==> src/rtl/mii_frame_rx_if.sv <==
// MII receive pins plus the byte stream and frame verdict of mii_frame_rx, bundled as one interface.
// board_mac exists only when MII_RX_MAC_FILTER_EN is defined.
interface mii_frame_rx_if;
    logic        rxdv;
    logic        rxer;
    logic [3:0]  datain;
    logic [7:0]  rx_data;
    logic        rx_valid;
    logic        rx_sof;
    logic        rx_done;
    logic        frame_good;
    logic        frame_bad;
    logic [10:0] rx_len;
`ifdef MII_RX_MAC_FILTER_EN
    logic [47:0] board_mac;
`endif

    // master is the PHY/consumer side, slave is the framer itself
    modport master (
`ifdef MII_RX_MAC_FILTER_EN
        output board_mac,
`endif
        output rxdv, rxer, datain,
        input  rx_data, rx_valid, rx_sof, rx_done, frame_good, frame_bad, rx_len
    );

    modport slave (
`ifdef MII_RX_MAC_FILTER_EN
        input  board_mac,
`endif
        input  rxdv, rxer, datain,
        output rx_data, rx_valid, rx_sof, rx_done, frame_good, frame_bad, rx_len
    );
endinterface

==> src/rtl/mii_frame_rx.sv <==
// MII receive framer: strips preamble/SFD, assembles bytes, checks CRC-32 and reports a per-frame verdict.
// Optional destination-address filter is enabled by defining MII_RX_MAC_FILTER_EN.
module mii_frame_rx #(
    parameter int MIN_FRAME = 64,
    parameter int MAX_FRAME = 1518
) (
    input  logic          clk,
    input  logic          clr,
    mii_frame_rx_if.slave bus
);

    typedef enum logic [2:0] {
        IDLE     = 3'd0,
        PREAMBLE = 3'd1,
        DATA     = 3'd2,
        DROP     = 3'd3,
        DONE     = 3'd4
    } state_t;

    localparam logic [31:0] CRC_INIT    = 32'hFFFF_FFFF;
    localparam logic [31:0] CRC_POLY    = 32'hEDB8_8320;
    localparam logic [31:0] CRC_RESIDUE = 32'hDEBB_20E3;
    localparam logic [10:0] MIN_LEN     = 11'(MIN_FRAME);
    localparam logic [10:0] MAX_LEN     = 11'(MAX_FRAME);
    localparam logic [10:0] LEN_SAT     = 11'h7FF;

    state_t      state;
    state_t      state_next;
    logic        phase_high;
    logic [3:0]  low_nibble;
    logic [31:0] crc;
    logic [10:0] count;
    logic        err_flag;
    logic        oversize;

    logic        start_frame;
    logic        take_low;
    logic        take_byte;
    logic        end_frame;
    logic [7:0]  byte_in;
    logic        emit_byte;
    logic        verdict_good;

    // Reflected CRC-32, data bits consumed LSB first
    function automatic logic [31:0] crc32_byte(input logic [31:0] crc_in, input logic [7:0] data);
        logic [31:0] c;
        c = crc_in;
        for (int i = 0; i < 8; i++) begin
            if (c[0] ^ data[i]) c = (c >> 1) ^ CRC_POLY;
            else                c = c >> 1;
        end
        return c;
    endfunction

    assign byte_in      = {bus.datain, low_nibble};
    assign emit_byte    = take_byte && (count < MAX_LEN);
    assign verdict_good = (crc == CRC_RESIDUE) && !err_flag && !oversize &&
                          (count >= MIN_LEN) && (count <= MAX_LEN) && !phase_high;

`ifdef MII_RX_MAC_FILTER_EN
    logic [7:0]  fifo_mem [8];
    logic [2:0]  wr_ptr;
    logic [2:0]  rd_ptr;
    logic [3:0]  level;
    logic        released;
    logic        sof_pending;
    logic        hold_good;
    logic [10:0] hold_len;
    logic [47:0] da_word;
    logic        da_match;
    logic        mac_reject;
    logic        push;
    logic        pop;
    logic        done_ready;
    logic        finish_frame;

    // The sixth DA byte is still on the nibble bus when the address decision is made
    assign da_word    = {fifo_mem[0], fifo_mem[1], fifo_mem[2], fifo_mem[3], fifo_mem[4], byte_in};
    assign da_match   = (da_word == bus.board_mac) || (da_word == 48'hFFFF_FFFF_FFFF);
    assign mac_reject = take_byte && (count == 11'd5) && !da_match;
    assign push       = emit_byte && !mac_reject;
    assign pop        = released && (level != 4'd0);
    assign done_ready = (level == 4'd0) || !released;
`endif

    always_ff @(posedge clk or negedge clr) begin
        if (!clr) state <= IDLE;
        else      state <= state_next;
    end

    always_comb begin
        state_next  = state;
        start_frame = 1'b0;
        take_low    = 1'b0;
        take_byte   = 1'b0;
        end_frame   = 1'b0;
`ifdef MII_RX_MAC_FILTER_EN
        finish_frame = 1'b0;
`endif
        case (state)
            IDLE: begin
                if (bus.rxdv) state_next = (bus.datain == 4'h5) ? PREAMBLE : DROP;
            end
            PREAMBLE: begin
                if (!bus.rxdv) begin
                    state_next = IDLE;
                end else if (bus.datain == 4'hD) begin
                    state_next  = DATA;
                    start_frame = 1'b1;
                end else if (bus.datain != 4'h5) begin
                    state_next = DROP;
                end
            end
            DATA: begin
                if (!bus.rxdv) begin
                    state_next = DONE;
                    end_frame  = 1'b1;
                end else if (!phase_high) begin
                    take_low = 1'b1;
                end else begin
                    take_byte = 1'b1;
`ifdef MII_RX_MAC_FILTER_EN
                    if ((count == 11'd5) && !da_match) state_next = DROP;
`endif
                end
            end
            DROP: begin
                if (!bus.rxdv) state_next = IDLE;
            end
            DONE: begin
`ifdef MII_RX_MAC_FILTER_EN
                // Hold the verdict until the replay buffer has drained
                if (done_ready) begin
                    finish_frame = 1'b1;
                    if (bus.rxdv) state_next = (bus.datain == 4'h5) ? PREAMBLE : DROP;
                    else          state_next = IDLE;
                end
`else
                if (bus.rxdv) state_next = (bus.datain == 4'h5) ? PREAMBLE : DROP;
                else          state_next = IDLE;
`endif
            end
            default: state_next = IDLE;
        endcase
    end

    always_ff @(posedge clk or negedge clr) begin
        if (!clr) begin
            phase_high <= 1'b0;
            low_nibble <= 4'h0;
            crc        <= CRC_INIT;
            count      <= 11'd0;
            err_flag   <= 1'b0;
            oversize   <= 1'b0;
        end else begin
            if (start_frame) begin
                phase_high <= 1'b0;
                crc        <= CRC_INIT;
                count      <= 11'd0;
                err_flag   <= 1'b0;
                oversize   <= 1'b0;
            end
            if (take_low) begin
                low_nibble <= bus.datain;
                phase_high <= 1'b1;
            end
            if (take_byte) begin
                phase_high <= 1'b0;
                crc        <= crc32_byte(crc, byte_in);
                if (count != LEN_SAT) count <= count + 11'd1;
                if (count >= MAX_LEN) oversize <= 1'b1;
            end
            if ((take_low || take_byte) && bus.rxer) err_flag <= 1'b1;
        end
    end

`ifdef MII_RX_MAC_FILTER_EN
    always_ff @(posedge clk) begin
        if (push) fifo_mem[wr_ptr] <= byte_in;
    end

    // DA bytes wait in the buffer until the address is accepted; later bytes queue behind them
    always_ff @(posedge clk or negedge clr) begin
        if (!clr) begin
            wr_ptr      <= 3'd0;
            rd_ptr      <= 3'd0;
            level       <= 4'd0;
            released    <= 1'b0;
            sof_pending <= 1'b0;
            hold_good   <= 1'b0;
            hold_len    <= 11'd0;
        end else begin
            if (start_frame || mac_reject || (finish_frame && !released)) begin
                wr_ptr      <= 3'd0;
                rd_ptr      <= 3'd0;
                level       <= 4'd0;
                released    <= 1'b0;
                sof_pending <= start_frame;
            end else begin
                if (push) wr_ptr <= wr_ptr + 3'd1;
                if (pop)  rd_ptr <= rd_ptr + 3'd1;
                level <= level + {3'd0, push} - {3'd0, pop};
                if (take_byte && (count == 11'd5)) released <= 1'b1;
                if (pop) sof_pending <= 1'b0;
            end
            if (end_frame) begin
                hold_good <= verdict_good;
                hold_len  <= count;
            end
        end
    end
`endif

    always_ff @(posedge clk or negedge clr) begin
        if (!clr) begin
            bus.rx_data    <= 8'h00;
            bus.rx_valid   <= 1'b0;
            bus.rx_sof     <= 1'b0;
            bus.rx_done    <= 1'b0;
            bus.frame_good <= 1'b0;
            bus.frame_bad  <= 1'b0;
            bus.rx_len     <= 11'd0;
        end else begin
            bus.rx_valid   <= 1'b0;
            bus.rx_sof     <= 1'b0;
            bus.rx_done    <= 1'b0;
            bus.frame_good <= 1'b0;
            bus.frame_bad  <= 1'b0;
            bus.rx_len     <= 11'd0;
`ifdef MII_RX_MAC_FILTER_EN
            if (pop) begin
                bus.rx_valid <= 1'b1;
                bus.rx_data  <= fifo_mem[rd_ptr];
                bus.rx_sof   <= sof_pending;
            end
            if (finish_frame) begin
                bus.rx_done    <= 1'b1;
                bus.frame_good <= hold_good;
                bus.frame_bad  <= !hold_good;
                bus.rx_len     <= hold_len;
            end
`else
            if (emit_byte) begin
                bus.rx_valid <= 1'b1;
                bus.rx_data  <= byte_in;
                bus.rx_sof   <= (count == 11'd0);
            end
            if (end_frame) begin
                bus.rx_done    <= 1'b1;
                bus.frame_good <= verdict_good;
                bus.frame_bad  <= !verdict_good;
                bus.rx_len     <= count;
            end
`endif
        end
    end

endmodule
==> src/flat_wrapper.sv <==
// flat-port wrapper written by rule: the top's interface ports become plain ports
module mii_frame_rx_flat 
#(
    parameter int MIN_FRAME = 64,
    parameter int MAX_FRAME = 1518
)
  (clk, clr, bus_rxdv, bus_rxer, bus_datain, bus_rx_data, bus_rx_valid, bus_rx_sof, bus_rx_done, bus_frame_good, bus_frame_bad, bus_rx_len);
  mii_frame_rx_if bus_i ();
  input  logic clk;
  input  logic clr;
  input wire logic [$bits(bus_i.rxdv)-1:0] bus_rxdv;
  input wire logic [$bits(bus_i.rxer)-1:0] bus_rxer;
  input wire logic [$bits(bus_i.datain)-1:0] bus_datain;
  output wire logic [$bits(bus_i.rx_data)-1:0] bus_rx_data;
  output wire logic [$bits(bus_i.rx_valid)-1:0] bus_rx_valid;
  output wire logic [$bits(bus_i.rx_sof)-1:0] bus_rx_sof;
  output wire logic [$bits(bus_i.rx_done)-1:0] bus_rx_done;
  output wire logic [$bits(bus_i.frame_good)-1:0] bus_frame_good;
  output wire logic [$bits(bus_i.frame_bad)-1:0] bus_frame_bad;
  output wire logic [$bits(bus_i.rx_len)-1:0] bus_rx_len;
  assign bus_i.rxdv = bus_rxdv;
  assign bus_i.rxer = bus_rxer;
  assign bus_i.datain = bus_datain;
  assign bus_rx_data = bus_i.rx_data;
  assign bus_rx_valid = bus_i.rx_valid;
  assign bus_rx_sof = bus_i.rx_sof;
  assign bus_rx_done = bus_i.rx_done;
  assign bus_frame_good = bus_i.frame_good;
  assign bus_frame_bad = bus_i.frame_bad;
  assign bus_rx_len = bus_i.rx_len;
  mii_frame_rx #(.MIN_FRAME(MIN_FRAME), .MAX_FRAME(MAX_FRAME)) u_core (.clk(clk), .clr(clr), .bus(bus_i));
endmodule
==> config.mk <==
export PLATFORM = sky130hd
export DESIGN_NAME = mii_frame_rx_flat
export DESIGN_NICKNAME = d
export VERILOG_FILES = /design/src/rtl/mii_frame_rx_if.sv /design/src/rtl/mii_frame_rx.sv /design/src/flat_wrapper.sv
export SDC_FILE = /design/constraint.sdc
export NUM_CORES = 1
export LEC_CHECK = 0
export BUFFER_PORTS_ARGS = -buffer_cell sky130_fd_sc_hd__buf_2
export CAP_MARGIN = 20
export CORE_ASPECT_RATIO = 0.8
export CORE_MARGIN = 10
export CORE_UTILIZATION = 65
export CTS_CLUSTER_SIZE = 20
export DETAILED_ROUTE_END_ITERATION = 12
export GPL_TIMING_DRIVEN = 0
export PLACE_DENSITY = 0.84
export SYNTH_ARGS = -nofsm -noshare
export SYNTH_HDL_FRONTEND = slang
export SYNTH_SLANG_ARGS = --single-unit
==> constraint.sdc <==
create_clock -name clk -period 6.3 [get_ports clk]
set_clock_uncertainty 0.2 [all_clocks]
set_input_delay 0.315 -clock clk [delete_from_list [all_inputs] [get_ports clk]]
set_output_delay 0.315 -clock clk [all_outputs]
set_load 0.01 [all_outputs]
**Word-level counts from Yosys, hierarchy flattened**

Index checks and enable logic that the tools add are counted.

- Bits in registers: 77
- Output and inout bits: 24
- Logic and storage cells: 119

- Add/sub/neg operators: 1
- Order comparisons: 4
- Equality and inequality tests: 13
- Mux-type cells: 53
- Bitwise operators: 16
- Reductions and logical operators: 18

Operators by type and width:

| cell | count |
|---|---|
| 32-bit 2-to-1 mux | 17 |
| 13-bit NOT with 14-bit output | 8 |
| 11-bit 2-to-1 mux | 4 |
| 32-bit equality test (second input constant) | 1 |
| 1-bit 2-to-1 mux | 23 |
| 3-bit 2-to-1 mux | 7 |
| 3-bit case mux with 5 select lines | 1 |
| 11-bit by 1-bit adder with 11-bit output (second input constant) | 1 |
| 11-bit >= comparator (second input constant) | 1 |
| 11-bit by 7-bit >= comparator with 1-bit output (second input constant) | 1 |
| 11-bit <= comparator (second input constant) | 1 |
| 11-bit logical NOT | 1 |
| 11-bit less-than comparator (second input constant) | 1 |
| 11-bit inequality test (second input constant) | 1 |
| 1-bit bitwise XOR | 8 |
| 1-bit logical AND | 7 |
| 3-bit by 2-bit equality test with 1-bit output (second input constant) | 2 |
| 2-bit inequality test (second input constant) | 3 |
| 4-bit by 3-bit equality test with 1-bit output (second input constant) | 1 |
| 4-bit equality test (second input constant) | 1 |
| 1-bit logical NOT | 4 |
| 4-bit by 2-bit inequality test with 1-bit output (second input constant) | 1 |
| 4-bit by 3-bit inequality test with 1-bit output (second input constant) | 1 |
| 4-bit AND reduction | 1 |
| 7 further kinds | 8 |

**Depth between registers and ports, before layout**

- Depth after elaboration: 25
- Gate-level depth with buffers: 5

**Worst setup path before layout**

OpenSTA, ideal clock, no wires.

- Kind: register to register
- From: register u_core.count[0]
- To: register u_core.count[2]
- Setup time: 0.126 ns
- Arrival: 1.696 ns
- Required time: 5.974 ns
- Path slack: 4.277 ns
- Cell stages (with the launch flop): 6
- Cells stage by stage: dfrtp_1 ha_1 nand3_1 nor4_2 nor4b_1 a311o_1

- Word-level cells in the longest chain between the ends: 3
- Elaborated cells between the ends (all ways): 4
- Classes of those cells: 1 x add/sub; 1 x eq/ne; 2 x mux

Ends and longest elaborated chain:

| element | line | text |
|---|---|---|
| from (decl) | mii_frame_rx.sv:32 | `logic [10:0] count;` |
| from (signal assigned) | mii_frame_rx.sv:170 | `if (count != LEN_SAT) count <= count + 11'd1;` |
| 11-bit by 1-bit adder with 11-bit output / 11-bit inequality test (equally long branches) | mii_frame_rx.sv:170 |  |
| 11-bit 2-to-1 mux * | mii_frame_rx.sv:170 |  |
| 11-bit 2-to-1 mux * | mii_frame_rx.sv:167 | `if (take_byte) begin` |

Mark *: on every way between the ends. The rest lies on a longest branch, timed or not.
A chain may end at the register's enable or synchronous reset.

**Final worst setup path**

Same ends and word-level chain as after synthesis.

==> qor.yml <==
outcome:
  outcome: "finished, final reports clean"
synthesis:
  synth_top_area_frac: 0.272
  synth_most_common_cell: "dfrtp_1"
  yosysWarnings: 0
  synth.distinct_cells: 57
  postSynthNetCount: 315
  ys_top_cells_by_area: "dfrtp_1, dfstp_2, xnor3_1"
  synth-edff-count: 0
  syn_area_sq_um: 4140
  async_reset_ff_frac: 1.00
  ys_seq_elements: 77
  synth_commonest_cells: "dfrtp_1, dfstp_2, xnor2_1"
  ys.flop_type: "dfrtp_1"
  syn_area_per_cell_sq_um: 13.6
  synth_top_area_cell: "dfrtp_1"
  synth_seq_area_share: 0.475
  syn_inst: 305
power:
  p_sw_frac: 0.364
  leakagePower_nw: 2.08
  p_int_mw: 2.15
  clkPwrFrac: 0.127
  seqPwrFrac: 0.272
  p_total_mw: 3.39
  p_sw_mw: 1.23
  vdd_ir_drop_max_uv: 444
  share_comb_of_total_power: 0.601
  powerDensity_nw_per_um2: 725
critical_path:
  max_stage_delay_ns: 0.77
  regToRegEndpoint: "u_core.count[2]"
  crit_path_max_fanout: 9
  r2r_cells: 5
  required_ns: 6.40
  end_kind: "flip-flop"
  critPathTopFamily: "simple AND/OR/NAND/NOR gates"
  crit_buf_inv: 0
  r2r_start: "u_core.count[0]"
  path_cells: "ha_1 > nand3_1 > nor4_2 > nand2b_1 > a311o_1"
  rrSetupSlack_ns: 3.86
  startpoint_type: "flip-flop"
  critPathArrivalTime_ns: 2.54
  crit_type: "reg -> reg"
  slowest_stage: "nor4_2"
clocking:
  clk_latency_ns: 0.36
  cts.reportedPaths.clkPinSlew_ns: 0.08
  cts_setup_buffers: 0
  clockBufferDepth: 2
  cts_tree: "built"
  h-tree-depth: 3
  cts_hold_buf: 2
  numCtsBuffers: 9
  cts_resized: 0
  clkSinkCount: 77
  cts_root_buf: "clkbuf_8"
floorplanning:
  die_area_sq_um: 9980
  start_util: 0.686
  die_w_um: 109
  ios: 32
  num_rows: 25
  die_h_um: 91.4
  core_area_sq_um: 6040
timing:
  layout_setup_ws_ns: 3.86
  setup_viol: 0
  min_period_ns: 2.44
  slew_violations: 0
  setup-tns-final_ns: 0
  grt_setup_unrepaired: "no"
  fin_crit_sh: 0.387
  hold_viol_final: 0
  relSlewSlack: 0.449
  fmax_mhz: 410
  tightest_slew_ns: 0.819
min_path:
  hold_depth: 3
  hold_end: "u_core.state[1]"
  worstHoldStart: "bus_rxdv"
  hold_class: "in -> reg"
final_layout:
  nNetsFinal: 360
  seq_area_sq_um: 1970
  drive_gt1_frac: 0.332
  antenna_cells: 0
  multi_input_area_sq_um: 2100
  nFillCells: 356
  area_delta_synth_final_pct: 12.8
route:
  wl_per_cell_um: 20.0
  avgViaCountPerCell: 6.11
  drc: 0
  first_pass_iters: 5
  wl_mm: 8.71
  drt-initial-drc-count: 151
  dr_total_vias: 2666
  drtAntennaViolNets: 0
grt:
  grt_max_degree: 42
  grt_overflow_total: 0
  first_global_vias: 2674
  grt_pass1_wl_mm: 14.4
  grt_use_total: 0.183
  antenna_found_initial: 0
flow_run:
  maxCapViolations: 0
placed_design:
  place.gp.congestion: 0.873
  pre_cts_ws_ns: 3.91
  port_buffers: 31
  post-dp-hpwl_mm: 6.22
layout make-up:
type	instances	share of cell area
Clock inverter	6	0.0201
Clock buffer	10	0.0295
Sequential cell	77	0.421
Tap cell	81	0.0217
Multi-Input combinational cell	209	0.449
Timing Repair Buffer	34	0.0423
Buffer	11	0.00964
Inverter	8	0.00643
worst register-to-register path, cell delays in order, from the launching register on:
cell	delay [ns]
dfrtp_1	0.44
ha_1	0.22
nand3_1	0.21
nor4_2	0.78
nand2b_1	0.34
a311o_1	0.20
sequential cells by signal (all words and copies together) (netlist names), 3 cells and up:
| register | cells |
|---|---|
| u_core.bus.rx_len | 11 |
| u_core.crc | 32 |
| u_core.bus.rx_data | 8 |
| u_core.low_nibble | 4 |
| u_core.state | 3 |
| u_core.count | 11 |
kinds of logic after synthesis:
group / count (synthesis) / synth area share
compound gates: 58 / 0.115
xor+xnor: 62 / 0.240
fa+ha+maj: 2 / 0.00604
buf+inv: 19 / 0.0181
flops: 77 / 0.475
mux: 16 / 0.0423
simple gates: 71 / 0.104
per-stage QoR:
step	cells	util	hold WS, ns	cell area (sq um)
after detailed placement	418	0.732	0.107	4420
after global placement	417	0.728	0.286	4400
after floorplan	305	-	-0.181	4140
after CTS	436	0.774	0.0109	4670
after global routing	436	0.774	0.0398	4670
final	436	0.774	0.0243	4670
layout by cell type, fill, tap and decap left out, drive strengths merged, types with 5 or more instances in the layout:
cell type / instances
dfrtp: 45
buf: 38
xnor2: 34
dfstp: 32
a2bb2oi: 18
xnor3: 15
clkbuf: 15
o22a: 14
mux2: 12
nand2: 11
and2: 10
xor2: 10
inv: 10
nor2: 9
o21ai: 7
nor4: 7
nand3: 5
power by group through the flow:
stage	combinational [mW]	sequential [mW]	clock (mW)
finish	2.04	0.920	0.430
global placement	1.95	0.911	0
detailed placement	2.00	0.923	0
CTS	2.02	0.917	0.437
global route	2.13	0.941	0.454
floorplan	1.65	0.891	0
worst max path at each step:
stage / from / endpoint / slack [ns] / cells after the start
floorplan: u_core.count[0] / u_core.count[2] / 4.28 / 5
global placement: u_core.count[0] / u_core.count[8] / 3.96 / 5
detailed placement: u_core.count[0] / u_core.count[2] / 3.91 / 5
CTS: u_core.count[0] / u_core.count[2] / 3.90 / 5
global route: u_core.count[0] / u_core.count[4] / 3.66 / 5
finish: u_core.count[0] / u_core.count[2] / 3.86 / 5
metal layers:
layer  track usage  up-vias  part of all wire
met5             0        -                 0
met4        0.0335        0            0.0048
met3        0.0636        7             0.082
met2         0.276       89              0.46
met1         0.251     1356              0.45
li1              -     1214                 -
Note: power is estimated with default switching activity, not from simulation.
